[config.mk]
export PLATFORM = sky130hd
export DESIGN_NAME = pc_unit_flat
export DESIGN_NICKNAME = d
export VERILOG_FILES = /design/src/rtl/pc_unit_if.sv /design/src/rtl/pc_unit.sv /design/src/flat_wrapper.sv
export SDC_FILE = /design/constraint.sdc
export NUM_CORES = 1
export LEC_CHECK = 0
export CORE_AREA = 5 5 148 150
export CTS_CLUSTER_SIZE = 40
export DETAILED_ROUTE_END_ITERATION = 6
export DIE_AREA = 0 0 153 155
export PLACE_DENSITY = 0.85
export SLEW_MARGIN = 20
export SYNTH_ARGS = -nofsm -noshare
export SYNTH_HDL_FRONTEND = slang
export SYNTH_SLANG_ARGS = --single-unit
[constraint.sdc]
create_clock -name clk -period 13.9 [get_ports clk]
set_input_delay 2.78 -clock clk [delete_from_list [all_inputs] [get_ports clk]]
set_output_delay 2.78 -clock clk [all_outputs]
set_load 0.01 [all_outputs]
[src/rtl/pc_unit_if.sv]
// Bundles the PC unit's datapath inputs and status outputs.
// The master side drives control/datapath; the slave side is the PC unit.
interface pc_unit_if #(
  parameter int ADDR_W = 32,
  parameter int JTA_W  = 26
);
  logic [ADDR_W-1:0] alu_out;
  logic [ADDR_W-1:0] x_reg_out;
  logic [JTA_W-1:0]  jta;
  logic [ADDR_W-3:0] syscall;
  logic              jump_addr_sel;
  logic [1:0]        pc_src_sel;
  logic              pc_write;
  logic              pc_write_cond;
  logic              zero;
  logic              exc;
  logic              ras_push;
  logic              ras_pop;
  logic [ADDR_W-1:0] pc;
  logic [ADDR_W-1:0] pc_src;
  logic [ADDR_W-1:0] z_reg_out;
  logic [ADDR_W-1:0] epc;
  logic [ADDR_W-1:0] ras_top;
  logic              ras_empty;
  logic              ras_full;

  modport master (
    output alu_out, x_reg_out, jta, syscall, jump_addr_sel, pc_src_sel,
           pc_write, pc_write_cond, zero, exc, ras_push, ras_pop,
    input  pc, pc_src, z_reg_out, epc, ras_top, ras_empty, ras_full
  );

  modport slave (
    input  alu_out, x_reg_out, jta, syscall, jump_addr_sel, pc_src_sel,
           pc_write, pc_write_cond, zero, exc, ras_push, ras_pop,
    output pc, pc_src, z_reg_out, epc, ras_top, ras_empty, ras_full
  );
endinterface

[src/rtl/pc_unit.sv]
// Program counter unit: next-PC selection, exception entry with EPC capture,
// ALU result register and a circular return-address stack.
module pc_unit #(
  parameter int                ADDR_W    = 32,
  parameter int                JTA_W     = 26,
  parameter int                RAS_DEPTH = 4,
  parameter logic [ADDR_W-1:0] RESET_PC  = 32'h0000_0000,
  parameter logic [ADDR_W-1:0] EXC_VEC   = 32'h8000_0180
) (
  input logic   clk,
  input logic   reset,
  pc_unit_if.slave bus
);

  localparam int PTR_W = (RAS_DEPTH > 1) ? $clog2(RAS_DEPTH) : 1;
  localparam int CNT_W = PTR_W + 1;
  localparam logic [PTR_W-1:0] PTR_ONE  = 1;
  localparam logic [CNT_W-1:0] CNT_ONE  = 1;
  localparam logic [CNT_W-1:0] CNT_FULL = CNT_W'(RAS_DEPTH);

  logic [ADDR_W-1:0] pc_q, pc_d;
  logic [ADDR_W-1:0] z_q;
  logic [ADDR_W-1:0] epc_q, epc_d;
  logic [ADDR_W-1:0] pc_src;
  logic [ADDR_W-3:0] jump_word;
  logic [ADDR_W-1:0] jump_target;

  logic [ADDR_W-1:0] ras_mem [RAS_DEPTH];
  logic [PTR_W-1:0]  ptr_q, ptr_d, ptr_m1;
  logic [CNT_W-1:0]  cnt_q, cnt_d;
  logic              wr_en;
  logic [PTR_W-1:0]  wr_idx;
  logic              ras_empty, ras_full;

  // The jump target keeps the PC's upper region bits above the jta field.
  always_comb begin
    jump_word   = bus.jump_addr_sel ? bus.syscall
                                    : {pc_q[ADDR_W-1:JTA_W+2], bus.jta};
    jump_target = {jump_word, 2'b00};
    case (bus.pc_src_sel)
      2'b00:   pc_src = jump_target;
      2'b01:   pc_src = bus.x_reg_out;
      2'b10:   pc_src = z_q;
      default: pc_src = bus.alu_out;
    endcase
  end

  always_comb begin
    pc_d  = pc_q;
    epc_d = epc_q;
    if (bus.exc) begin
      pc_d  = EXC_VEC;
      epc_d = pc_q;
    end else if (bus.pc_write || (bus.pc_write_cond && bus.zero)) begin
      pc_d = pc_src;
    end
  end

  assign ptr_m1    = ptr_q - PTR_ONE;
  assign ras_empty = (cnt_q == '0);
  assign ras_full  = (cnt_q == CNT_FULL);

  // Push+pop on a non-empty stack rewrites the top in place.
  always_comb begin
    ptr_d  = ptr_q;
    cnt_d  = cnt_q;
    wr_en  = 1'b0;
    wr_idx = ptr_q;
    if (bus.ras_push && bus.ras_pop && !ras_empty) begin
      wr_en  = 1'b1;
      wr_idx = ptr_m1;
    end else if (bus.ras_push) begin
      wr_en  = 1'b1;
      wr_idx = ptr_q;
      ptr_d  = ptr_q + PTR_ONE;
      if (!ras_full) cnt_d = cnt_q + CNT_ONE;
    end else if (bus.ras_pop && !ras_empty) begin
      ptr_d = ptr_m1;
      cnt_d = cnt_q - CNT_ONE;
    end
  end

  always_ff @(posedge clk) begin
    if (reset) begin
      pc_q  <= RESET_PC;
      z_q   <= '0;
      epc_q <= '0;
      ptr_q <= '0;
      cnt_q <= '0;
      for (int i = 0; i < RAS_DEPTH; i++) ras_mem[i] <= '0;
    end else begin
      pc_q  <= pc_d;
      z_q   <= bus.alu_out;
      epc_q <= epc_d;
      ptr_q <= ptr_d;
      cnt_q <= cnt_d;
      if (wr_en) ras_mem[wr_idx] <= pc_q;
    end
  end

  assign bus.pc        = pc_q;
  assign bus.pc_src    = pc_src;
  assign bus.z_reg_out = z_q;
  assign bus.epc       = epc_q;
  assign bus.ras_top   = ras_empty ? '0 : ras_mem[ptr_m1];
  assign bus.ras_empty = ras_empty;
  assign bus.ras_full  = ras_full;

endmodule

[src/flat_wrapper.sv]
// flat-port wrapper written by rule: the top's interface ports become plain ports
module pc_unit_flat 
#(
  parameter int                ADDR_W    = 32,
  parameter int                JTA_W     = 26,
  parameter int                RAS_DEPTH = 4,
  parameter logic [ADDR_W-1:0] RESET_PC  = 32'h0000_0000,
  parameter logic [ADDR_W-1:0] EXC_VEC   = 32'h8000_0180
)
  (clk, reset, bus_alu_out, bus_x_reg_out, bus_jta, bus_syscall, bus_jump_addr_sel, bus_pc_src_sel, bus_pc_write, bus_pc_write_cond, bus_zero, bus_exc, bus_ras_push, bus_ras_pop, bus_pc, bus_pc_src, bus_z_reg_out, bus_epc, bus_ras_top, bus_ras_empty, bus_ras_full);
  pc_unit_if #(.ADDR_W(ADDR_W), .JTA_W(JTA_W)) bus_i ();
  input logic clk;
  input logic reset;
  input wire logic [$bits(bus_i.alu_out)-1:0] bus_alu_out;
  input wire logic [$bits(bus_i.x_reg_out)-1:0] bus_x_reg_out;
  input wire logic [$bits(bus_i.jta)-1:0] bus_jta;
  input wire logic [$bits(bus_i.syscall)-1:0] bus_syscall;
  input wire logic [$bits(bus_i.jump_addr_sel)-1:0] bus_jump_addr_sel;
  input wire logic [$bits(bus_i.pc_src_sel)-1:0] bus_pc_src_sel;
  input wire logic [$bits(bus_i.pc_write)-1:0] bus_pc_write;
  input wire logic [$bits(bus_i.pc_write_cond)-1:0] bus_pc_write_cond;
  input wire logic [$bits(bus_i.zero)-1:0] bus_zero;
  input wire logic [$bits(bus_i.exc)-1:0] bus_exc;
  input wire logic [$bits(bus_i.ras_push)-1:0] bus_ras_push;
  input wire logic [$bits(bus_i.ras_pop)-1:0] bus_ras_pop;
  output wire logic [$bits(bus_i.pc)-1:0] bus_pc;
  output wire logic [$bits(bus_i.pc_src)-1:0] bus_pc_src;
  output wire logic [$bits(bus_i.z_reg_out)-1:0] bus_z_reg_out;
  output wire logic [$bits(bus_i.epc)-1:0] bus_epc;
  output wire logic [$bits(bus_i.ras_top)-1:0] bus_ras_top;
  output wire logic [$bits(bus_i.ras_empty)-1:0] bus_ras_empty;
  output wire logic [$bits(bus_i.ras_full)-1:0] bus_ras_full;
  assign bus_i.alu_out = bus_alu_out;
  assign bus_i.x_reg_out = bus_x_reg_out;
  assign bus_i.jta = bus_jta;
  assign bus_i.syscall = bus_syscall;
  assign bus_i.jump_addr_sel = bus_jump_addr_sel;
  assign bus_i.pc_src_sel = bus_pc_src_sel;
  assign bus_i.pc_write = bus_pc_write;
  assign bus_i.pc_write_cond = bus_pc_write_cond;
  assign bus_i.zero = bus_zero;
  assign bus_i.exc = bus_exc;
  assign bus_i.ras_push = bus_ras_push;
  assign bus_i.ras_pop = bus_ras_pop;
  assign bus_pc = bus_i.pc;
  assign bus_pc_src = bus_i.pc_src;
  assign bus_z_reg_out = bus_i.z_reg_out;
  assign bus_epc = bus_i.epc;
  assign bus_ras_top = bus_i.ras_top;
  assign bus_ras_empty = bus_i.ras_empty;
  assign bus_ras_full = bus_i.ras_full;
  pc_unit #(.ADDR_W(ADDR_W), .JTA_W(JTA_W), .RAS_DEPTH(RAS_DEPTH), .RESET_PC(RESET_PC), .EXC_VEC(EXC_VEC)) u_core (.clk(clk), .reset(reset), .bus(bus_i));
endmodule
; ---- Word-level counts from Yosys, hierarchy flattened
; Memory sizes are Yosys's and may differ from the RTL's.
; Cells that the tools add are included.
[op_classes]
n_addsub = 4
bitwise_logic = 1
mux = 21
reduce_logical = 14
eq_ne = 4
[ops]
columns = op, count
row1 = $mux 32, 4
row2 = $pmux 32 s3, 1
row3 = $reduce_or 32->1, 1
row4 = $mux 30, 1
row5 = $mux 3, 3
row6 = $mux 1, 8
row7 = $mux 2, 4
row8 = $logic_and 1x1->1, 4
row9 = $reduce_bool 2->1, 2
row10 = $add 3x1->3 const B, 1
row11 = $eq 3x3->1 const B, 1
row12 = $logic_not 3->1, 1
row13 = $reduce_and 3->1, 1
row14 = $sub 3x1->3 const B, 1
row15 = $add 2x1->2 const B, 1
row16 = $eq 2x1->1 const B, 1
row17 = $eq 2x2->1 const B, 1
row18 = $logic_not 2->1, 1
row19 = $ne 2x2->1 const B, 1
row20 = $reduce_and 2->1, 1
row21 = $reduce_or 2->1, 1
row22 = $sub 2x1->2 const B, 1
row23 = $logic_not 1->1, 1
row24 = $logic_or 1x1->1, 1
row25 = $not 1->1, 1
[totals]
n_memories = 1
register_bits = 101
input_bits = 131
elab_cells = 51
output_inout_bits = 162
mem_bits_rw = 128
[memory_table]
columns = name, words, word_bits, read_ports, rd_ports_with_merged_regs, write_ports, line
row1 = u_core.ras_mem, 4, 32, 1, 0, 4, pc_unit.sv:28  ; logic [ADDR_W-1:0] ras_mem [RAS_DEPTH];

; ---- Depth between registers and ports, before layout
; Gate-level depths: netlist (run 1).
[depth]
word_depth = 9
mapped_depth = 6
depth_no_buf = 5

; ---- Worst setup path after synthesis (run 1)
; Ideal clock, no wire load.
[synth_path]
path_type = input -> register
start = input bus_ras_push
end = memory u_core.ras_mem[3][0] (enable)
path_stages = 3
path_slack_ns = 6.452
n_path_buf = 1
required_ns = 13.367
setup_time_ns = 0.533
t_arrival_ns = 6.915
path_cell_list = buf_2 o311ai_4 o311ai_0
[synth_rtl]
columns = item, line
row1 = start: declaration, flat_wrapper.sv:24  ; input wire logic [$bits(bus_i.ras_push)-1:0] bus_ras_push;
row2 = end: declaration, pc_unit.sv:28

; ---- Worst setup path in the final report (run 1)
[layout_path]
start = input bus_pc_src_sel[1]
end = output bus_pc_src[6]
[layout_via]
elab_chain_cells = 2
[layout_lines]
columns = item, line
row1 = start: declaration, flat_wrapper.sv:19  ; input wire logic [$bits(bus_i.pc_src_sel)-1:0] bus_pc_src_sel;
row2 = "$eq 2x2->1, or another cell as far along", pc_unit.sv:40  ; case (bus.pc_src_sel)
row3 = $pmux 32 s3 (*), pc_unit.sv:40
row4 = end: declaration, flat_wrapper.sv:27  ; output wire logic [$bits(bus_i.pc_src)-1:0] bus_pc_src;
; Mark *: on every way between the ends. The rest lies on a longest branch, timed or not.

==> results of run 1 <==
-- metrics by stage --
step           hold WS [ns]  setup slack [ns]
2_1_floorplan         0.531              6.45
3_3_place_gp          0.472              5.98
3_5_place_dp          0.480              5.97
4_1_cts               0.496              5.96
5_1_grt               0.526              5.89
6_report              0.495              5.94
-- routing by layer --
metal  GRT usage  vias up
met5           0        -
met4      0.0950        0
li1            -     3599
met3      0.0626       66
met1       0.305     3726
met2       0.443      349
-- cell usage in the layout (no fill, tap or decap), types with 15 or more instances in the layout --
cell / Yosys / final
a32o_1: 27 / 27
dfxtp_1: 101 / 99
mux2i_1: 65 / 65
o22ai_1: 30 / 30
edfxtp_1: 128 / 128
and2_1: 97 / 97
nor2_1: 74 / 73
nor2b_1: 65 / 65
mux4_2: 32 / 32
a21oi_1: 32 / 32
clkdlybuf4s50_1: 0 / 288
and3_1: 32 / 32
clkbuf_16: 0 / 24
o21a_1: 33 / 33
buf_4: 3 / 15
-- sequential cells by signal (all words and copies together), names as in the netlist --
name / count
u_core.bus.epc: 32
u_core.bus.pc: 32
u_core.bus.z_reg_out: 32
u_core.cnt_q: 3
u_core.ptr_q: 2
u_core.ras_mem: 128
-- power groups by stage --
stage               Clock, mW  Combinational (mW)  Sequential, mW
global placement            0               0.396           0.828
floorplan                   0               0.227           0.813
global route            0.756               0.427           0.825
detailed placement          0               0.401           0.833
finish                  0.718               0.399           0.818
CTS                     0.722               0.404           0.819
-- kinds of logic after synthesis --
logic type,synth area share
flops,0.567
simple gates,0.158
compound gates,0.0971
fa+ha+maj,0.00193
xor+xnor,0.00496
mux,0.135
buf+inv,0.0363
-- layout make-up --
class                           instances  area share
Clock buffer                           26      0.0433
Tap cell                              275      0.0241
Timing Repair Buffer                  306       0.211
Sequential cell                       229       0.411
Multi-Input combinational cell        536       0.291
Clock inverter                         15      0.0184
Inverter                                3    0.000789
-- worst max path at each step --
| stage | from | depth (start not counted) | endpoint |
|---|---|---|---|
| floorplan | bus_ras_push | 3 | u_core.ras_mem[3][0] |
| global placement | bus_pc_src_sel[1] | 6 | bus_pc_src[19] |
| detailed placement | bus_pc_src_sel[1] | 6 | bus_pc_src[19] |
| CTS | bus_pc_src_sel[1] | 6 | bus_pc_src[6] |
| global route | bus_pc_src_sel[1] | 6 | bus_pc_src[19] |
| finish | bus_pc_src_sel[1] | 6 | bus_pc_src[6] |
-- critical path, stage by stage --
cell             delay, ns
clkdlybuf4s50_1       0.40
buf_4                 0.26
or2_2                 0.60
o22ai_1               0.33
o21a_1                0.22
clkdlybuf4s50_1       0.56
==> flow_metrics.py, run 1 <==
metrics = {
    "outcome": {
        "status": "finished, final reports clean",
    },
    "route": {
        "drt_iter0_markers": 485,
        "met1Wirelength_um": 11900,
        "vias": 7740,
        "met3WireLength_um": 2590,
        "via_per_inst": 5.57,
        "wl_met2_um": 15600,
        "dr.pass1.iters": 5,
        "drt-total-wl_um": 31300,
        "top_layer": "met4",
        "route.detailed.drc": 0,
        "ant_nets": 0,
        "wire_per_inst_um": 22.5,
    },
    "sta": {
        "worst-slew-pin-transition_ns": 1.15,
        "period_share": 0.573,
        "tns_ns": 0,
        "fmax_ghz": 0.126,
        "fin_skew_ns": 0.0137,
        "finalHoldViolations": 0,
        "slew_headroom": 0.230,
        "period_minus_slack_ns": 7.96,
        "setup-violations-final": 0,
        "final_max_slew_viol_count": 0,
        "rsz0062_at_grt": "false",
    },
    "clocking": {
        "numCtsBuffers": 23,
        "cts.sinks": 229,
        "root_buffer": "clkbuf_16",
        "clk_pin_slew_worst_paths_ns": 0.06,
        "tritoncts": "done",
        "holdBufCountCts": 0,
        "clk_latency_ns": 0.51,
        "post_cts_buffers": 0,
        "cts_max_path_buffers": 3,
        "htreeDepth": 1,
        "cts-resized-gates": 0,
    },
    "floorplanning": {
        "die_area_mm2": 0.0237,
        "die_h_um": 155,
        "io_pins": 293,
        "start_util": 0.503,
        "rows": 53,
        "core_area_mm2": 0.0206,
        "die_w_um": 153,
    },
    "power": {
        "sequentialPowerShare": 0.423,
        "leakage_nw": 5.40,
        "power.total_mw": 1.94,
        "power.density_mw_per_mm2": 136,
        "switchingPower_mw": 0.499,
        "p_int_mw": 1.44,
        "comb_power_share": 0.206,
        "p_clk_frac": 0.371,
        "switching_share": 0.258,
        "peakVddDrop_mv": 0.0950,
    },
    "synthesis": {
        "syn-num-nets": 975,
        "yosys.area.top_type": "edfxtp_1",
        "yosysSeqAreaShare": 0.567,
        "syn-cell-area_mm2": 0.0103,
        "synthTopCellsByCount": "edfxtp_1, dfxtp_1, and2_1",
        "synthArstFlopShare": 0,
        "synthFlopType": "edfxtp_1",
        "synth_area_per_cell_um2": 12.3,
        "yosys_warnings": 0,
        "synth_edf_count": 128,
        "ys_types": 46,
        "synth_top_area_frac": 0.371,
        "synth.top_cells.by_area": "edfxtp_1, dfxtp_1, mux4_2",
        "synthesis.instances": 843,
        "ys_ff_latch": 229,
        "synth_most_common_cell": "edfxtp_1",
    },
    "finish": {
        "postLayoutCoreUtil": 0.694,
        "area_growth_syn_to_layout_pct": 37.9,
        "drive_gt1_frac": 0.0951,
        "nFillCells": 1459,
        "final_nets": 1231,
        "multiInputGateArea_mm2": 0.00415,
        "stdcell_area_mm2": 0.0143,
        "antenna_cells": 0,
        "fin_cells": 1390,
        "seqCellArea_mm2": 0.00587,
    },
    "job": {
        "drv_cap": 0,
    },
    "worst_setup_path": {
        "rr_worst_depth": 5,
        "arrival_ns": 5.18,
        "worstPathMaxFanout": 35,
        "worst_ep_required_time_ns": 11.12,
        "rr_startpoint": "u_core.ptr_q[1]",
        "cp-end-kind": "primary output",
        "crit_type": "in2out",
        "reg2reg_to": "u_core.ras_mem[1][27]",
        "rrSetupSlack_ns": 10.60,
        "crit_path_start_kind": "input port",
    },
    "hold_path": {
        "holdPathEnd": "u_core.bus.epc[7]",
        "min_path_type": "reg2reg",
        "hold_start": "u_core.bus.epc[7]",
        "min_path_cells": 2,
    },
    "global_route": {
        "track_usage": 0.253,
        "grt_first_pass_wirelength_um": 47100,
        "grt_max_degree": 80,
        "antenna_found_initial": 0,
        "grt_pass1_vias": 8088,
        "grt_overflow": 0,
    },
    "place": {
        "dp_hpwl_um": 21300,
        "dpl.cell_count": 1349,
        "portBuffers": 292,
        "place_congestion": 0.907,
        "post_dp_cell_area_mm2": 0.0134,
    },
}
No activity file was read; power rests on OpenSTA's default activity.
==> inputs of run 2 (changes only) <==
CORE_AREA = 5 5 153 155   (was 5 5 148 150)
DIE_AREA = 0 0 158 160   (was 0 0 153 155)
PLACE_DENSITY = 0.8   (was 0.85)
clock period = 7.44 ns   (was 13.9 ns; I/O delays follow)
==> run 2 against run 1 <==
First-iteration DRC count rose by 26%. Clock skew is 0.014 ns higher. Total power increased by 77%. Largest power group unchanged.
==> flow_metrics.py, run 2 (synthesis results as in run 1) <==
metrics = {
    "outcome": {
        "status": "finished, final reports clean",
    },
    "clocking": {
        "cts.sinks": 229,
        "clk_latency_ns": 0.53,
        "post_cts_buffers": 0,
        "tritoncts": "done",
        "clk_pin_slew_worst_paths_ns": 0.06,
        "cts_max_path_buffers": 3,
        "numCtsBuffers": 24,
        "cts-resized-gates": 0,
        "htreeDepth": 1,
        "holdBufCountCts": 0,
        "root_buffer": "clkbuf_16",
    },
    "sta": {
        "period_minus_slack_ns": 5.35,
        "rsz0062_at_grt": "false",
        "finalHoldViolations": 0,
        "tns_ns": 0,
        "final_max_slew_viol_count": 0,
        "worst-slew-pin-transition_ns": 1.03,
        "fmax_ghz": 0.187,
        "fin_skew_ns": 0.0278,
        "slew_headroom": 0.313,
        "setup_ws_ns": 2.09,
        "period_share": 0.719,
        "setup-violations-final": 0,
    },
    "finish": {
        "layout_common_cells": "clkdlybuf4s50_1, edfxtp_1, dfxtp_1",
        "layout_commonest_cell": "clkdlybuf4s50_1",
        "fin_cells": 1398,
        "final_nets": 1233,
        "area_growth_syn_to_layout_pct": 36.7,
        "drive_gt1_frac": 0.0903,
        "stdcell_area_mm2": 0.0141,
        "antenna_cells": 0,
        "largest_reg_flops": 128,
        "top_register": "u_core.ras_mem",
    },
    "worst_setup_path": {
        "crit_path_frequent_cell": "clkdlybuf4s50_1",
        "crit_path_start_kind": "input port",
        "crit_path_max_incr_delay_ns": 0.65,
        "path_buf_inv": 3,
        "crit_slowest_cell": "or2_2",
        "rr_startpoint": "u_core.ptr_q[1]",
        "worstPathMaxFanout": 35,
        "cpLargestDelayFamily": "buffers and inverters",
        "arrival_ns": 3.86,
        "worst_ep_required_time_ns": 5.95,
        "crit_chain": "clkdlybuf4s50_1 > buf_4 > or2_2 > o22ai_1 > o21a_1 > clkdlybuf4s50_1",
        "crit_type": "in2out",
        "cp-end-kind": "primary output",
        "crit_start": "bus_pc_src_sel[1]",
    },
    "global_route": {
        "grt_pass1_vias": 8113,
        "grt_overflow": 0,
        "grt_first_pass_wirelength_um": 48500,
        "track_usage": 0.247,
        "grt_max_degree": 80,
        "antenna_found_initial": 1,
    },
    "route": {
        "dr.pass1.iters": 5,
        "via_per_inst": 5.58,
        "wire_per_inst_um": 22.7,
        "vias": 7798,
        "drt-total-wl_um": 31800,
        "ant_nets": 0,
        "route.detailed.drc": 0,
        "drt_iter0_markers": 610,
    },
    "power": {
        "power.density_mw_per_mm2": 242,
        "power.total_mw": 3.42,
        "peakVddDrop_mv": 0.152,
        "leakage_nw": 5.34,
    },
    "floorplanning": {
        "rows": 54,
        "die_w_um": 158,
        "die_h_um": 160,
        "start_util": 0.477,
        "die_area_mm2": 0.0253,
        "core_area_mm2": 0.0217,
        "io_pins": 293,
    },
    "place": {
        "portBuffers": 292,
        "post_dp_cell_area_mm2": 0.0134,
        "place_ws_ns": 2.14,
        "dpl.cell_count": 1355,
        "place_congestion": 0.937,
        "dp_hpwl_um": 22000,
    },
    "hold_path": {
        "min_path_type": "reg2reg",
        "hold_start": "u_core.bus.epc[24]",
    },
    "job": {
        "drv_cap": 0,
    },
}
[run 2: changes by cell type in the layout (fill, tap and decap cells not counted), sizes merged]
cell / previous run / this run
clkinvlp: 3 / 5
clkbuf: 26 / 27
buf: 18 / 19
clkinv: 5 / 9
bufinv: 7 / 2
[run 2: final cells by class]
type,count,area (um2)
tap,280,350
timing repair buffer,307,3020
sequential,229,5870
fill,1644,7540
inverter,3,11.3
clock buffer,27,612
clock inverter,16,134
multi-input combinational,536,4150
[run 2: path summary, 6_finish.rpt]
check                          endpoint  cells after the start  slack [ns]
hold reg to reg      u_core.bus.epc[24]                      2        0.49
hold / removal       u_core.bus.epc[24]                      2        0.49
setup / recovery          bus_pc_src[7]                      6        2.09
setup reg to reg  u_core.ras_mem[1][26]                      5        4.06
[run 2: where the power goes]
group | switching, mW | internal [mW]
registers | 0.0763 | 1.45
logic | 0.356 | 0.394
clock network | 0.486 | 0.658
total | 0.918 | 2.50
[run 2: routing by layer]
metal / up-vias / wire length, um / global-route usage
li1: 3597 / - / -
met1: 3802 / 12500 / 0.319
met2: 340 / 15700 / 0.414
met3: 59 / 2610 / 0.0579
met4: 0 / 959 / 0.0725
met5: - / 0 / 0
[run 2: worst reg2reg max path: cells and delay by family (launching register included)]
| kind | cells | cell delay (ns) |
|---|---|---|
| AOI/OAI and AO/OA | 2 | 1.10 |
| and+or+nand+nor | 1 | 0.26 |
| buffers and inverters | 2 | 0.71 |
| DFF | 1 | 0.98 |
[run 2: through the flow]
stage | util | hold WS (ns)
3_3_place_gp | 0.618 | 0.472
6_report | 0.652 | 0.494
3_5_place_dp | 0.618 | 0.482
4_1_cts | 0.652 | 0.501
2_1_floorplan | - | 0.531
5_1_grt | 0.652 | 0.529
